## src/rtl/fifo_stream_reader_pkg.sv

```systemverilog
// Shared constants, types and the read-credit helper for the FIFO stream reader.
package fifo_stream_reader_pkg;

    localparam int BRAM_RD_LATENCY = 1;
    localparam int SKID_DEPTH      = 2;
    localparam int OCC_WIDTH       = 2;

    typedef logic [OCC_WIDTH-1:0]       occ_t;
    typedef logic [BRAM_RD_LATENCY-1:0] pend_t;

    // A new read may issue only if, after this cycle's pop, its returning word still fits.
    function automatic logic has_credit(input occ_t occ, input logic pop);
        return ((occ - occ_t'(pop)) < occ_t'(SKID_DEPTH));
    endfunction

endpackage

```

## src/rtl/fifo_stream_reader_if.sv

```systemverilog
// FIFO read-port and output-stream signals of the reader, with reader/consumer views.
interface fifo_stream_reader_if #(
    parameter int DATA_WIDTH = 8
);
    logic                  fifo_re;
    logic [DATA_WIDTH-1:0] fifo_q;
    logic                  fifo_empty;
    logic [DATA_WIDTH-1:0] m_data;
    logic                  m_valid;
    logic                  m_ready;

    modport master (
        output fifo_re,
        output m_data,
        output m_valid,
        input  fifo_q,
        input  fifo_empty,
        input  m_ready
    );

    modport slave (
        input  fifo_re,
        input  m_data,
        input  m_valid,
        output fifo_q,
        output fifo_empty,
        output m_ready
    );
endinterface

```

## src/rtl/fifo_stream_reader_stream_buf2.sv

```systemverilog
// Two-entry in-order output queue; entry0 is always the head presented downstream.
module stream_buf2
    import fifo_stream_reader_pkg::*;
#(
    parameter int DATA_WIDTH = 8
) (
    input  logic                  clk_i,
    input  logic                  rst_ni,
    input  logic                  clear_i,
    input  logic                  push_i,
    input  logic [DATA_WIDTH-1:0] push_data_i,
    input  logic                  pop_i,
    output logic [DATA_WIDTH-1:0] head_data_o,
    output occ_t                  count_o,
    output logic                  valid_o
);

    logic [DATA_WIDTH-1:0] entry0_q, entry0_d;
    logic [DATA_WIDTH-1:0] entry1_q, entry1_d;
    occ_t                  count_q, count_d;
    logic                  valid_q, valid_d;

    // Next-state queue update: simultaneous push and pop keeps the count and the order.
    always_comb begin
        entry0_d = entry0_q;
        entry1_d = entry1_q;
        count_d  = count_q;
        if (clear_i) begin
            count_d = occ_t'(0);
        end else begin
            case ({push_i, pop_i})
                2'b10: begin
                    if (count_q == occ_t'(0)) begin
                        entry0_d = push_data_i;
                    end else begin
                        entry1_d = push_data_i;
                    end
                    count_d = count_q + occ_t'(1);
                end
                2'b01: begin
                    entry0_d = entry1_q;
                    count_d  = count_q - occ_t'(1);
                end
                2'b11: begin
                    if (count_q == occ_t'(1)) begin
                        entry0_d = push_data_i;
                    end else begin
                        entry0_d = entry1_q;
                        entry1_d = push_data_i;
                    end
                end
                default: begin
                    count_d = count_q;
                end
            endcase
        end
        valid_d = (count_d != occ_t'(0));
    end

    // Queue storage registers.
    always_ff @(posedge clk_i or negedge rst_ni) begin
        if (!rst_ni) begin
            entry0_q <= {DATA_WIDTH{1'b0}};
            entry1_q <= {DATA_WIDTH{1'b0}};
            count_q  <= occ_t'(0);
            valid_q  <= 1'b0;
        end else begin
            entry0_q <= entry0_d;
            entry1_q <= entry1_d;
            count_q  <= count_d;
            valid_q  <= valid_d;
        end
    end

    assign head_data_o = entry0_q;
    assign count_o     = count_q;
    assign valid_o     = valid_q;

endmodule

```

## src/rtl/fifo_stream_reader.sv

```systemverilog
// Drains a registered-read FIFO into a valid/ready stream at one beat per cycle,
// with a flush mode that discards everything and a wrapping delivered-beat counter.
module fifo_stream_reader
    import fifo_stream_reader_pkg::*;
#(
    parameter int DATA_WIDTH  = 8,
    parameter int COUNT_WIDTH = 16
) (
    input  logic                    r_clk,
    input  logic                    rst_n,
    fifo_stream_reader_if.master    bus,
    input  logic                    flush,
    output logic                    busy,
    output logic [COUNT_WIDTH-1:0]  rd_count
);

    pend_t                  pend_q, pend_d;
    logic                   pend_discard_q, pend_discard_d;
    logic [COUNT_WIDTH-1:0] rd_count_q, rd_count_d;

    occ_t                   buf_count_s;
    occ_t                   occ_s;
    logic                   buf_valid_s;
    logic [DATA_WIDTH-1:0]  head_data_s;
    logic                   in_flight_s;
    logic                   pop_s;
    logic                   accept_s;
    logic                   capture_s;
    logic                   fifo_re_s;

    assign in_flight_s = pend_q[BRAM_RD_LATENCY-1];
    assign pop_s       = buf_valid_s & bus.m_ready;
    assign accept_s    = pop_s & ~flush;
    assign occ_s       = buf_count_s + occ_t'(in_flight_s);
    // A word read during flush is tagged so it is still dropped after flush falls.
    assign capture_s   = in_flight_s & ~pend_discard_q & ~flush;
    assign fifo_re_s   = rst_n & ~bus.fifo_empty & (flush | has_credit(occ_s, pop_s));

    stream_buf2 #(
        .DATA_WIDTH (DATA_WIDTH)
    ) u_buf (
        .clk_i       (r_clk),
        .rst_ni      (rst_n),
        .clear_i     (flush),
        .push_i      (capture_s),
        .push_data_i (bus.fifo_q),
        .pop_i       (accept_s),
        .head_data_o (head_data_s),
        .count_o     (buf_count_s),
        .valid_o     (buf_valid_s)
    );

    // Next state of the read-tracking flags and the beat counter.
    always_comb begin
        pend_d         = pend_t'(fifo_re_s);
        pend_discard_d = fifo_re_s & flush;
        if (accept_s) begin
            rd_count_d = rd_count_q + COUNT_WIDTH'(1);
        end else begin
            rd_count_d = rd_count_q;
        end
    end

    // Read-tracking flags and beat counter registers.
    always_ff @(posedge r_clk or negedge rst_n) begin
        if (!rst_n) begin
            pend_q         <= pend_t'(0);
            pend_discard_q <= 1'b0;
            rd_count_q     <= {COUNT_WIDTH{1'b0}};
        end else begin
            pend_q         <= pend_d;
            pend_discard_q <= pend_discard_d;
            rd_count_q     <= rd_count_d;
        end
    end

    assign bus.fifo_re = fifo_re_s;
    assign bus.m_data  = head_data_s;
    assign bus.m_valid = buf_valid_s;
    assign busy        = in_flight_s | (buf_count_s != occ_t'(0));
    assign rd_count    = rd_count_q;

endmodule

```

## src/flat_wrapper.sv

```systemverilog
// flat-port wrapper written by rule: the top's interface ports become plain ports
module fifo_stream_reader_flat import fifo_stream_reader_pkg::*;
#(
    parameter int DATA_WIDTH  = 8,
    parameter int COUNT_WIDTH = 16
)
  (r_clk, rst_n, flush, busy, rd_count, bus_fifo_re, bus_m_data, bus_m_valid, bus_fifo_q, bus_fifo_empty, bus_m_ready);
  fifo_stream_reader_if #(.DATA_WIDTH(DATA_WIDTH)) bus_i ();
  input  logic r_clk;
  input  logic rst_n;
  input  logic flush;
  output logic busy;
  output logic [COUNT_WIDTH-1:0] rd_count;
  output wire logic [$bits(bus_i.fifo_re)-1:0] bus_fifo_re;
  output wire logic [$bits(bus_i.m_data)-1:0] bus_m_data;
  output wire logic [$bits(bus_i.m_valid)-1:0] bus_m_valid;
  input wire logic [$bits(bus_i.fifo_q)-1:0] bus_fifo_q;
  input wire logic [$bits(bus_i.fifo_empty)-1:0] bus_fifo_empty;
  input wire logic [$bits(bus_i.m_ready)-1:0] bus_m_ready;
  assign bus_fifo_re = bus_i.fifo_re;
  assign bus_m_data = bus_i.m_data;
  assign bus_m_valid = bus_i.m_valid;
  assign bus_i.fifo_q = bus_fifo_q;
  assign bus_i.fifo_empty = bus_fifo_empty;
  assign bus_i.m_ready = bus_m_ready;
  fifo_stream_reader #(.DATA_WIDTH(DATA_WIDTH), .COUNT_WIDTH(COUNT_WIDTH)) u_core (.r_clk(r_clk), .rst_n(rst_n), .bus(bus_i), .flush(flush), .busy(busy), .rd_count(rd_count));
endmodule
```

## config.mk

```make
export PLATFORM = sky130hd
export DESIGN_NAME = fifo_stream_reader_flat
export DESIGN_NICKNAME = d
export VERILOG_FILES = /design/src/rtl/fifo_stream_reader_pkg.sv /design/src/rtl/fifo_stream_reader_if.sv /design/src/rtl/fifo_stream_reader_stream_buf2.sv /design/src/rtl/fifo_stream_reader.sv /design/src/flat_wrapper.sv
export SDC_FILE = /design/constraint.sdc
export NUM_CORES = 1
export LEC_CHECK = 0
export CAP_MARGIN = 10
export CORE_MARGIN = 8
export CORE_UTILIZATION = 52
export CTS_BUF_LIST = sky130_fd_sc_hd__clkbuf_2 sky130_fd_sc_hd__clkbuf_4 sky130_fd_sc_hd__clkbuf_8
export DETAILED_ROUTE_END_ITERATION = 8
export PLACE_DENSITY = 0.93
export SLEW_MARGIN = 20
export SYNTH_ARGS = -nofsm -noshare
export SYNTH_HDL_FRONTEND = slang
export SYNTH_SLANG_ARGS = --single-unit
```

## constraint.sdc

```tcl
create_clock -name r_clk -period 2.3 [get_ports r_clk]
set_clock_uncertainty 0.15 [all_clocks]
set_input_delay 0.46 -clock r_clk [delete_from_list [all_inputs] [get_ports r_clk]]
set_output_delay 0.46 -clock r_clk [all_outputs]
set_load 0.01 [all_outputs]
```

; ---- Yosys cells after proc, flatten, opt, wreduce, memory -nomap -nowiden
; Cells that the tools add are included.
[totals]
wordCells = 47
regBits = 37
in_bits = 13
out_inout_bits = 27
[classes]
n_lt_le_gt_ge = 1
eq_ne = 7
bitwise = 12
add_sub_neg = 5
n_reduce_logical = 7
n_mux = 8
[ops]
columns = cell, count
row1 = 2-to-1 mux 8 bit, 4
row2 = one-hot mux 8 bit (3 select lines), 1
row3 = adder 16 x 1 -> 16 bit (second input constant), 1
row4 = one-hot mux 8 bit (2 select lines), 1
row5 = AND 1 bit, 7
row6 = != test 2 bit (second input constant), 3
row7 = nonzero test 2 bit, 3
row8 = equality test 2 x 1 -> 1 bit (second input constant), 2
row9 = equality test 2 bit (second input constant), 2
row10 = one-hot mux 2 bit (2 select lines), 1
row11 = AND reduction 4 bit, 1
row12 = inverter 1 bit, 3
row13 = AND reduction 3 bit, 1
row14 = nonzero test 3 bit, 1
row15 = adder 2 x 1 -> 2 bit, 1
row16 = adder 2 x 1 -> 2 bit (second input constant), 1
row17 = zero test 2 bit, 1
row18 = < comparator 2 bit (second input constant), 1
row19 = 2-to-1 mux 2 bit, 1
row20 = OR 1 bit, 2
row21 = subtractor 2 x 1 -> 2 bit, 1
row22 = subtractor 2 x 1 -> 2 bit (second input constant), 1

; ---- Depth between registers and ports, before layout
[depth]
ltp_word = 7
depth_mapped = 7
ltp_nobuf = 7

; ---- Hierarchy
; Synthesis repeated with hierarchy kept, for this count alone.
[unflattened]
cells_unflattened = 169
area_unflattened_um2 = 1879.3
[modules_own_cells]
columns = mod, instances, seq_area_each_um2, cells_per_inst, area_each_um2
row1 = stream_buf2, 1, 475.5, 93, 1021.0
row2 = fifo_stream_reader, 1, 450.4, 76, 858.3

; ---- Least setup slack after synthesis
; OpenSTA, ideal clock, no wires.
[synth_path]
kind = input to output
start = input port bus_m_ready
end = output port bus_fifo_re
slack_ns = 0.090
arrival_ns = 1.600
cell_stages = 7
n_path_buf = 0
required_ns = 1.690
cell_sequence = nand2_2 > inv_2 > ha_1 > nor2b_1 > xnor2_1 > nor2_1 > nor3b_1
[synth_via]
elab_chain_cells = 5
[synth_rtl]
columns = item, line
row1 = from (decl), flat_wrapper.sv:19  ; input wire logic [$bits(bus_i.m_ready)-1:0] bus_m_ready;
row2 = AND 1 bit, fifo_stream_reader.sv:32  ; assign pop_s = buf_valid_s & bus.m_ready;
row3 = subtractor 2 x 1 -> 2 bit, fifo_stream_reader_pkg.sv:13  ; return ((occ - occ_t'(pop)) < occ_t'(SKID_DEPTH));
row4 = < comparator 2 bit, fifo_stream_reader_pkg.sv:13
row5 = OR 1 bit, fifo_stream_reader.sv:37  ; assign fifo_re_s = rst_n & ~bus.fifo_empty & (flush | has_credit(occ_s, pop_s));
row6 = AND 1 bit, fifo_stream_reader.sv:37
row7 = to (decl), flat_wrapper.sv:14  ; output wire logic [$bits(bus_i.fifo_re)-1:0] bus_fifo_re;
; No other way between the ends.

; ---- Final worst setup path
[layout_path]
start = register u_core.u_buf.valid_q, in the netlist u_core.u_buf.valid_o
end = output port bus_fifo_re
[layout_via]
elab_chain_cells = 5
[layout_rtl]
columns = item, line
row1 = from (decl), fifo_stream_reader_stream_buf2.sv:21  ; logic valid_q, valid_d;
row2 = from (signal assigned), fifo_stream_reader_stream_buf2.sv:71  ; valid_q <= valid_d;
row3 = AND 1 bit, fifo_stream_reader.sv:32
row4 = subtractor 2 x 1 -> 2 bit, fifo_stream_reader_pkg.sv:13
row5 = < comparator 2 bit, fifo_stream_reader_pkg.sv:13
row6 = OR 1 bit, fifo_stream_reader.sv:37
row7 = AND 1 bit, fifo_stream_reader.sv:37
; No other way between the ends.

==> results.txt <==
The count of final max-slew check failures came out at 0. The number of max-capacitance violations reported is 0. The worst pin sits at a relative slew slack of 65.0%. dfrtp_1 takes more of the synthesized area than any other cell. The path class of the tightest hold or removal check is in -> async. The area inside the core boundary is 3310 um^2. By startpoint and endpoint, the worst setup path is classified as reg -> out. The number of flops mapped to enable cells by yosys is 0.

The post-synth design cell area is 1760 um^2. The horizontal die dimension came out at 74.2 um. Of all flip-flops after synthesis, the portion carrying an async set or reset was 100%. Summing the sequential cell areas from Yosys gives 52.5% of the chip area.

The maximum vdd drop came out at 542 uV. The data arrival time of the worst path is 1.74 ns. The final critical path time including I/O delays and setup came out at 2.35 ns.

The worst hold margin came out at 0.0206 ns. The overall overflow remaining after global route is 0. The portion of the clock cycle consumed by the worst path in the final layout is 102%. The die covers 5510 um^2. The initial antenna violation count is 0. The relative area change from synthesis to final layout is 32.3%. The critical-path maximum fanout came out at 2.

The number of top-level pins came out at 40. The setup TNS is -0.0531 ns. The final reports fail on setup timing. STA classifies the critical path startpoint as a flip-flop. The number of global-route vias before repair came out at 1426. The required time of the critical path is 1.69 ns. Setup repair after global routing could not meet its margin everywhere.

The top cell types in the final layout, fill and taps aside, are 37 x dfrtp_1, 35 x clkdlybuf4s50_1, 15 x nor2_1, 11 x xnor2_1, 11 x buf_4. For the pin with the worst max-slew slack, the measured transition is 0.523 ns. The power per cell area is 881 nW/um^2. The number of different library cells in the post-synthesis netlist came out at 32. The global placement routability congestion came out at 0.801. 0 antenna diodes ended up in the layout. Counting every instance in the synthesized netlist gives 152. The worst slack at placement is -0.782 ns. The routed length per placed instance is 15.8 um. The H-tree level count came out at 2. The share of the synthesized area in the top cell type came out at 52.5%.

The number of placement rows came out at 21. The count of input and output buffers came out at 39. The pin count of the biggest net entering global routing is 39. The number of endpoints failing setup at the final stage came out at 1. The first routing iteration left 36 violations. The static leakage came out at 1.08 nW. TritonCTS built the clock tree. For this run, the detailed router's first-pass iteration total came to 5. Among all flip-flop cells after synthesis, the most frequent one is dfrtp_1.

The count of warnings emitted by yosys is 0. CTS placed an instance of clkbuf_4 at the clock tree root. The number of sinks driven by the clock tree is 37.

The CTS buffer count is 5. The maximum root-to-sink buffer count is 2. The DRC violation count after routing came out at 0. The number of vias per cell after detailed routing is 5.25. The die span in y is 74.2 um.

The flip-flop and latch count after synthesis came out at 37. The final layout net count came out at 221. The flow ran to the end, but the final reports show violations.

The final number of hold-violating endpoints is 0. The remaining antenna violation count after routing is 0. The routed via count is 1318. The worst setup path is captured at an output pin.

The initial utilization of the core area, before any placement, comes to 53.3%. Static timing analysis puts the maximum clock frequency at 425 MHz. The global-route total usage across every layer is 15.5%. The clock reaches the later pin of the worst-skew pair after 0.35 ns. The wire length of the first global-routing pass came out at 6.46 mm. The number of nets produced by synthesis came out at 169. Once routing completed, OpenROAD measured the worst setup slack at -0.0531 ns.

The mean area per synthesized cell came out at 11.6 um^2. After detailed routing, the total wire length is 3.97 mm. The library cell used most frequently in the layout, excluding fill and tap cells, is dfrtp_1. By area the synthesized netlist is led by dfrtp_1 52%, mux2_2 5.7%, xnor2_1 5.5%, mux2i_1 4.5%, xor2_1 4.0%. Once detailed placement completed, the half-perimeter wirelength came to 2.98 mm. Clock-pin slew was measured on the worst setup and hold paths at 0.12 ns.

The layout cell share with drive strength beyond 1 came out at 20.0%.
## power by group
group | internal [mW] | total, mW | switching (mW)
clock network | 0.149 | 0.377 | 0.228
logic | 0.405 | 0.716 | 0.311
registers | 0.832 | 0.965 | 0.132
## critical path, cell delays in order, from the launching register on
cell	delay (ns)
dfrtp_1	0.40
nand2_2	0.07
inv_2	0.05
ha_4	0.26
nor2b_2	0.03
xnor2_1	0.15
nor2_1	0.07
nor3b_2	0.19
buf_2	0.17
## synthesized netlist by cell type (2+ instances only)
master and n:
nor3_1 2, nor3_2 2, xor2_1 8, a21oi_1 10, inv_1 3, dfrtp_1 37, mux2i_1 8, nor2_1 15
nand2_1 10, and4_1 2, ha_1 4, buf_2 2, nor2b_1 3, buf_6 2, nand3_1 5, xnor2_1 11
nand4_1 4, and3b_1 2, mux2_2 9
## state kept, by name, indices dropped and copies added, names as in the netlist
signal                    count
u_core.u_buf.valid_o          1
u_core.u_buf.entry1_q         8
u_core.in_flight_s            1
u_core.u_buf.head_data_o      8
u_core.u_buf.count_o          2
u_core.rd_count              16
u_core.pend_discard_q         1
## final timing paths
kind / to / cells after the start / start / slack [ns]
max in group asynchronous: u_core.u_buf.head_data_o[6] / 2 / rst_n / 1.65
min in group r_clk: u_core.rd_count[14] / 1 / u_core.rd_count[14] / 0.35
max reg2reg: u_core.u_buf.head_data_o[3] / 5 / u_core.in_flight_s / 0.25
min reg2reg: u_core.rd_count[14] / 1 / u_core.rd_count[14] / 0.35
max: bus_fifo_re / 8 / u_core.u_buf.valid_o / -0.05
min: u_core.rd_count[14] / 2 / rst_n / 0.02
## per-stage QoR
| step | instances | utilization (%) | instance area, um^2 | power (mW) |
|---|---|---|---|---|
| after CTS | 250 | 70.1 | 2320 | 2.07 |
| after global routing | 251 | 70.5 | 2330 | 2.18 |
| after global placement | 241 | 67.5 | 2230 | 1.63 |
| final | 251 | 70.5 | 2330 | 2.06 |
| after detailed placement | 241 | 67.5 | 2230 | 1.69 |
| after floorplan | 152 | - | 1760 | 1.31 |
## layout make-up
type                       instances  area, um^2
timing repair buffer              50         460
clock inverter                     2        13.8
tap                               46        57.6
multi-input combinational        106         811
sequential                        37         926
clock buffer                       6        51.3
inverter                           4        15.0
fill                             275         976
## metal layers
layer / share of wire, % / global-route usage, % / up-vias
li1: - / - / 632
met4: 1.4 / 5.65 / 0
met5: 0 / 0 / -
met2: 53 / 28.6 / 37
met1: 39 / 15.7 / 643
met3: 6.2 / 5.39 / 6
## kinds of logic (layout without fill, tap and decap cells)
logic type      count (synthesis)  in the layout  synth area share, %
compound gates                 15             15                 5.32
xor+xnor                       19             19                 9.43
fa+ha+maj                       4              4                 2.84
buf+inv                         9             62                 3.12
flops                          37             37                 52.5
mux                            17             17                 10.3
simple gates                   51             51                 16.5
## timing repair
item,in CTS,in global routing
hold buffers,0,0
pin swaps,5,2
endpoints found under the setup margin,2,1
buffers inserted,1,1
gates resized for setup,10,1
hold endpoints to repair,0,0
(Power assumes the default switching activity.)
